### src/rtl/mmio_arbiter.sv
// -----------------------------------------------------------------------------
// mmio_arbiter
//   Shares the byte-serial MMIO port of the ctrlr register block between
//   NUM_REQ on-chip requesters. A round-robin arbiter grants one pending
//   request. The FSM then drives a two-byte frame on the port:
//     byte 1: {rd, addr[6:0]}   (rd = 1 for a read)
//     byte 2: write data, or 0x00 as a dummy byte for a read
//   The byte returned by ctrlr (reads) or 0x00 (writes) goes back to the
//   granted requester with a one-cycle rsp_valid pulse.
//
// Parameters
//   NUM_REQ     number of requesters (2..4)
//   GAP_CYCLES  idle cycles (new_data=0) after each byte beat (1..7)
//
// Ports
//   clk        in   system clock, rising edge
//   rst        in   asynchronous reset, active low
//   req_valid  in   [NUM_REQ]   requester i has a pending transaction
//   req_write  in   [NUM_REQ]   1 = write, 0 = read
//   req_addr   in   [7*NUM_REQ] register address, slice [7i+6:7i]
//   req_wdata  in   [8*NUM_REQ] write data, slice [8i+7:8i]
//   req_ready  out  [NUM_REQ]   one-hot pulse: request i accepted
//   rsp_valid  out  [NUM_REQ]   one-hot pulse: transaction i complete
//   rsp_rdata  out  [8]         read data while rsp_valid != 0 (0x00 for writes)
//   busy       out              high in every state except IDLE
//   new_data   out              byte strobe to ctrlr
//   din        out  [8]         byte to ctrlr
//   dout       in   [8]         byte from ctrlr
// -----------------------------------------------------------------------------
module mmio_arbiter #(
  parameter int NUM_REQ    = 2,
  parameter int GAP_CYCLES = 1
) (
  input  logic                   clk,
  input  logic                   rst,
  input  logic [NUM_REQ-1:0]     req_valid,
  input  logic [NUM_REQ-1:0]     req_write,
  input  logic [7*NUM_REQ-1:0]   req_addr,
  input  logic [8*NUM_REQ-1:0]   req_wdata,
  output logic [NUM_REQ-1:0]     req_ready,
  output logic [NUM_REQ-1:0]     rsp_valid,
  output logic [7:0]             rsp_rdata,
  output logic                   busy,
  output logic                   new_data,
  output logic [7:0]             din,
  input  logic [7:0]             dout
);

  localparam int IW = $clog2(NUM_REQ);
  localparam logic [2:0]    GAP_LAST = 3'(GAP_CYCLES - 1);
  localparam logic [IW-1:0] PTR_INIT = IW'(NUM_REQ - 1);

  typedef enum logic [2:0] {
    IDLE,
    CMD,
    CMD_GAP,
    DATA,
    DATA_GAP,
    RESP
  } state_t;

  state_t        state;
  logic [IW-1:0] ptr;        // last granted requester
  logic [IW-1:0] gnt;        // requester owning the current frame
  logic          lat_write;
  logic [7:0]    lat_wdata;
  logic [2:0]    gap_cnt;

  logic [IW-1:0] pick;
  logic [IW-1:0] cand;
  logic          any_valid;

  // Round-robin search starting at ptr+1. The loop runs from the lowest
  // priority candidate (ptr itself) up to the highest (ptr+1), so the last
  // hit is the winner.
  always_comb begin
    // NOTE: every output of a combinational block gets a default first;
    // a path that leaves one unassigned would infer a latch.
    pick      = ptr;
    cand      = ptr;
    any_valid = 1'b0;
    for (int k = NUM_REQ; k >= 1; k--) begin
      cand = IW'((int'(ptr) + k) % NUM_REQ);
      if (req_valid[cand]) begin
        pick      = cand;
        any_valid = 1'b1;
      end
    end
  end

  // Acceptance is a same-cycle handshake. Gating with rst keeps the pulse
  // quiet while the block is held in reset, even though state reads IDLE.
  always_comb begin
    req_ready = '0;
    if (rst && (state == IDLE) && any_valid)
      req_ready[pick] = 1'b1;
  end

  always_ff @(posedge clk or negedge rst) begin
    if (!rst) begin
      state     <= IDLE;
      ptr       <= PTR_INIT;
      gnt       <= '0;
      lat_write <= 1'b0;
      lat_wdata <= 8'h00;
      gap_cnt   <= 3'd0;
      new_data  <= 1'b0;
      din       <= 8'h00;
      rsp_valid <= '0;
      rsp_rdata <= 8'h00;
      busy      <= 1'b0;
    end else begin
      // NOTE: state and registered outputs use non-blocking assignments so
      // every register samples values from before this edge.
      case (state)
        IDLE: begin
          new_data <= 1'b0;
          din      <= 8'h00;
          if (any_valid) begin
            gnt       <= pick;
            ptr       <= pick;
            lat_write <= req_write[pick];
            lat_wdata <= req_wdata[8*pick +: 8];
            // Command byte is built straight from the winning request so
            // it is on the port in the very next cycle.
            din       <= {~req_write[pick], req_addr[7*pick +: 7]};
            new_data  <= 1'b1;
            busy      <= 1'b1;
            state     <= CMD;
          end
        end

        CMD: begin
          new_data <= 1'b0;
          din      <= 8'h00;
          gap_cnt  <= GAP_LAST;
          state    <= CMD_GAP;
        end

        CMD_GAP: begin
          if (gap_cnt == 3'd0) begin
            new_data <= 1'b1;
            din      <= lat_write ? lat_wdata : 8'h00;
            state    <= DATA;
          end else begin
            gap_cnt <= gap_cnt - 3'd1;
          end
        end

        DATA: begin
          new_data <= 1'b0;
          din      <= 8'h00;
          gap_cnt  <= GAP_LAST;
          state    <= DATA_GAP;
        end

        DATA_GAP: begin
          if (gap_cnt == 3'd0) begin
            // ctrlr has had the whole gap to present the read byte.
            rsp_rdata <= lat_write ? 8'h00 : dout;
            rsp_valid <= NUM_REQ'(1) << gnt;
            state     <= RESP;
          end else begin
            gap_cnt <= gap_cnt - 3'd1;
          end
        end

        RESP: begin
          rsp_valid <= '0;
          rsp_rdata <= 8'h00;
          busy      <= 1'b0;
          state     <= IDLE;
        end

        default: begin
          new_data  <= 1'b0;
          din       <= 8'h00;
          rsp_valid <= '0;
          busy      <= 1'b0;
          state     <= IDLE;
        end
      endcase
    end
  end

endmodule

### config.mk
export PLATFORM = sky130hd
export DESIGN_NAME = mmio_arbiter
export DESIGN_NICKNAME = d
export VERILOG_FILES = /design/src/rtl/mmio_arbiter.sv
export SDC_FILE = /design/constraint.sdc
export NUM_CORES = 1
export LEC_CHECK = 0
export ABC_AREA = 0
export BUFFER_PORTS_ARGS = -buffer_cell sky130_fd_sc_hd__buf_2
export CORE_ASPECT_RATIO = 0.7
export CORE_UTILIZATION = 55
export CTS_BUF_LIST = sky130_fd_sc_hd__clkbuf_8
export CTS_CLUSTER_DIAMETER = 200
export DETAILED_ROUTE_END_ITERATION = 10
export GPL_ROUTABILITY_DRIVEN = 0
export PLACE_DENSITY = 0.95
export SETUP_SLACK_MARGIN = 0.1
export SLEW_MARGIN = 20
export SYNTH_ARGS = -nofsm -noshare
export SYNTH_HDL_FRONTEND = slang
export SYNTH_SLANG_ARGS = --single-unit
### constraint.sdc
create_clock -name clk -period 3.15 [get_ports clk]
set_input_delay 0 -clock clk [delete_from_list [all_inputs] [get_ports clk]]
set_output_delay 0 -clock clk [all_outputs]
set_load 0.05 [all_outputs]
==> results.sh <==
export IMPL_rows=17
export IMPL_path_class="reg2reg"
export IMPL_grt_pass1_wl_mm=7.37
export IMPL_p_leak_nw=1.25
export IMPL_track_usage_pct=28.1
export IMPL_clk_latency_ns=0.30
export IMPL_worstHoldPathType="in2reg"
export IMPL_grt_overflow=0
export IMPL_seq_area_frac_synth_pct=51.2
export IMPL_worst_pin_slew_ns=0.825
export IMPL_antenna_cells=0
export IMPL_postRouteAntennaNets=0
export IMPL_syn_num_nets=218
export IMPL_path_max_fanout=20
export IMPL_skew_ns=0.00942
export IMPL_ys_seq_elements=37
export IMPL_cts_sinks=37
export IMPL_fill_cells=185
export IMPL_start_kind="flop"
export IMPL_total_power_mw=2.33
export IMPL_drive_gt1_share_pct=30.9
export IMPL_yosys_area_top_type_share_pct=49.8
export IMPL_worstReg2RegEnd="din[5]"
export IMPL_die_area_sq_um=3530
export IMPL_setup_ws_ns=1.04
export IMPL_status="complete, but fails checks"
export IMPL_p_per_area_nw_per_um2=936
export IMPL_cts_tree="built"
export IMPL_syn_cell_area_sq_um=1810
export IMPL_setup_viol=0
export IMPL_finalHoldWorstSlack_ns=-0.00715
export IMPL_io_pin_count=66
export IMPL_dieHeight_um=50.0
export IMPL_r2r_cells=4
export IMPL_syn_avg_cell_area_sq_um=10.5
export IMPL_synth_distinct_cells=33
export IMPL_relSlewSlack_pct=45.0
export IMPL_coreArea_sq_um=3150
export IMPL_clk_pin_slew_ns=0.07
export IMPL_rrSetupSlack_ns=1.04
export IMPL_start_util_pct=57.5
export IMPL_fin_cells=300
export IMPL_dp_hpwl_mm=2.74
export IMPL_finalSetupTns_ns=0
export IMPL_holdPathEnd="din[6]"
export IMPL_max_freq_ghz=0.473
export IMPL_grt_pass1_vias=1629
export IMPL_port_buffers=65
export IMPL_drv_cap=0
export IMPL_vias_per_cell=5.72
export IMPL_dp_cells=265
export IMPL_finalCriticalPeriod_ns=2.11
export IMPL_endpoint_kind="flop"
export IMPL_ir_drop_uv=526
export IMPL_drc=12
export IMPL_r2r_start="ptr"
export IMPL_seqCellArea_sq_um=927
export IMPL_ys_top_cells_by_area="dfrtp_1, mux2i_1, a22o_1"
export IMPL_num_vias=1715
export IMPL_clk_path_buf_depth=2
export IMPL_drtIter0Drc=113
export IMPL_finalCritPeriodShare_pct=67.1
export IMPL_htree_levels=2
export IMPL_cts_root_buf="clkbuf_8"
export IMPL_grt_start_max_net_pins=40
export IMPL_numCtsBuffers=5
export IMPL_drv_slew=0
export IMPL_multi_input_area_sq_um=815
export IMPL_antenna_found_initial=0
export IMPL_hold_viol=1
export IMPL_wl_per_cell_um=15.6
export IMPL_yosys_warnings=0
export IMPL_place_ws_ns=1.20
export IMPL_worst_ep_required_time_ns=3.31
export IMPL_critPathArrivalTime_ns=2.28
export IMPL_die_x_um=70.6
export IMPL_violations="design-rule violations, negative hold slack"
export IMPL_synth_top_cell_by_area="dfrtp_1"
export IMPL_nets=307
export IMPL_min_delay_path_depth=3
export IMPL_rsz0062_at_grt="false"
export IMPL_post_cts_resized=0
export IMPL_drt_total_wl_mm=4.68
export IMPL_hp_start="req_addr[13]"
export IMPL_synthCells=172
export IMPL_drtPass1Iterations=7
export IMPL_area_delta_synth_final_pct=37.3
==> cell type report <==
type,count,share of cell area [%]
Clock inverter,3,0.705
Inverter,4,0.604
Sequential cell,37,37.3
Tap cell,38,1.91
Clock buffer,5,2.77
Multi-Input combinational cell,121,32.8
Timing Repair Buffer,92,24.0
==> cells in the mapped netlist (all sizes together) <==
cell,instances
inv,4
nand3,1
a22oi,6
nor2b,3
nand4,1
a21o,2
ha,2
mux2,1
dfstp,1
dfrtp,36
o211ai,1
o21ai,25
mux2i,16
nand2,23
buf,10
nor2,9
a221o,1
a32oi,1
nor4,2
or4,1
nand2b,1
a22o,12
a21oi,4
nor3b,2
and3,2
nor3,2
xnor2,2
or3,1
==> sequential cells by signal (all words and copies together), names as in the netlist <==
signal / flops
state: 3
new_data: 1
lat_wdata: 8
ptr: 1
lat_write: 1
rsp_valid: 2
din: 8
rsp_rdata: 8
busy: 1
gap_cnt: 3
gnt: 1
==> cells by family (layout without fill, tap and decap cells) <==
family | after synthesis | after routing | share of synthesized area (%)
compound gates | 52 | 52 | 19.0
xor+xnor | 2 | 2 | 0.968
fa+ha+maj | 2 | 2 | 1.38
buf+inv | 14 | 104 | 4.42
flops | 37 | 37 | 51.2
mux | 17 | 17 | 9.47
simple gates | 48 | 48 | 13.5
==> layer usage <==
| metal | up-vias | wire (um) | global-route usage [%] |
|---|---|---|---|
| met4 | 0 | 65 | 11.7 |
| met3 | 12 | 355 | 7.98 |
| met1 | 821 | 1950 | 34.5 |
| met2 | 86 | 2310 | 47.2 |
| li1 | 796 | - | - |
| met5 | - | 0 | 0 |
==> layout by cell type, fill, tap and decap left out, drive strengths merged, types with 3 or more instances in the layout <==
master,n
nor2b,3
clkbuf,5
dlygate4sd3,27
nand2,23
o21ai,25
mux2i,16
nor2,9
a21oi,4
buf,65
a22oi,6
inv,4
dfrtp,36
a22o,12
==> what timing repair did <==
| item | 4_1_cts | 5_1_grt |
|---|---|---|
| hold endpoints to repair | 53 | 0 |
| setup endpoints to repair | 0 | 0 |
| buffers inserted | 0 | 0 |
| hold buffers | 27 | 0 |
==> through the flow <==
stage	hold WS, ns	cell area, sq um	util (%)
floorplan	-0.296	1810	-
detailed placement	0.143	2120	67.4
global route	0.0157	2490	79.0
finish	-0.00715	2490	79.0
CTS	0.00166	2480	78.7
global placement	0.136	2120	67.4
==> worst max-delay path by stage <==
stage | endpoint | slack [ns] | start
6_report | din[5] | 1.04 | ptr
5_1_grt | din[5] | 0.94 | ptr
4_1_cts | lat_wdata[0] | 0.81 | ptr
3_5_place_dp | rsp_rdata[6] | 1.20 | gap_cnt[0]
3_3_place_gp | rsp_rdata[0] | 1.30 | gap_cnt[0]
2_1_floorplan | req_ready[1] | 1.44 | state[0]
==> critical path, stage by stage (launching register included) <==
cell and delay [ns]:
dfstp_2 0.39, o21ai_4 0.63, mux2i_1 0.28, dlygate4sd3_1 0.58, o21ai_0 0.09
==> report_power, final <==
| group | leakage [nW] | internal, mW | switching [mW] |
|---|---|---|---|
| combinational | 0.729 | 0.387 | 0.754 |
| sequential | 0.477 | 0.670 | 0.189 |
| clock | 0.0439 | 0.152 | 0.174 |
Note: power is estimated with default switching activity, not from simulation.
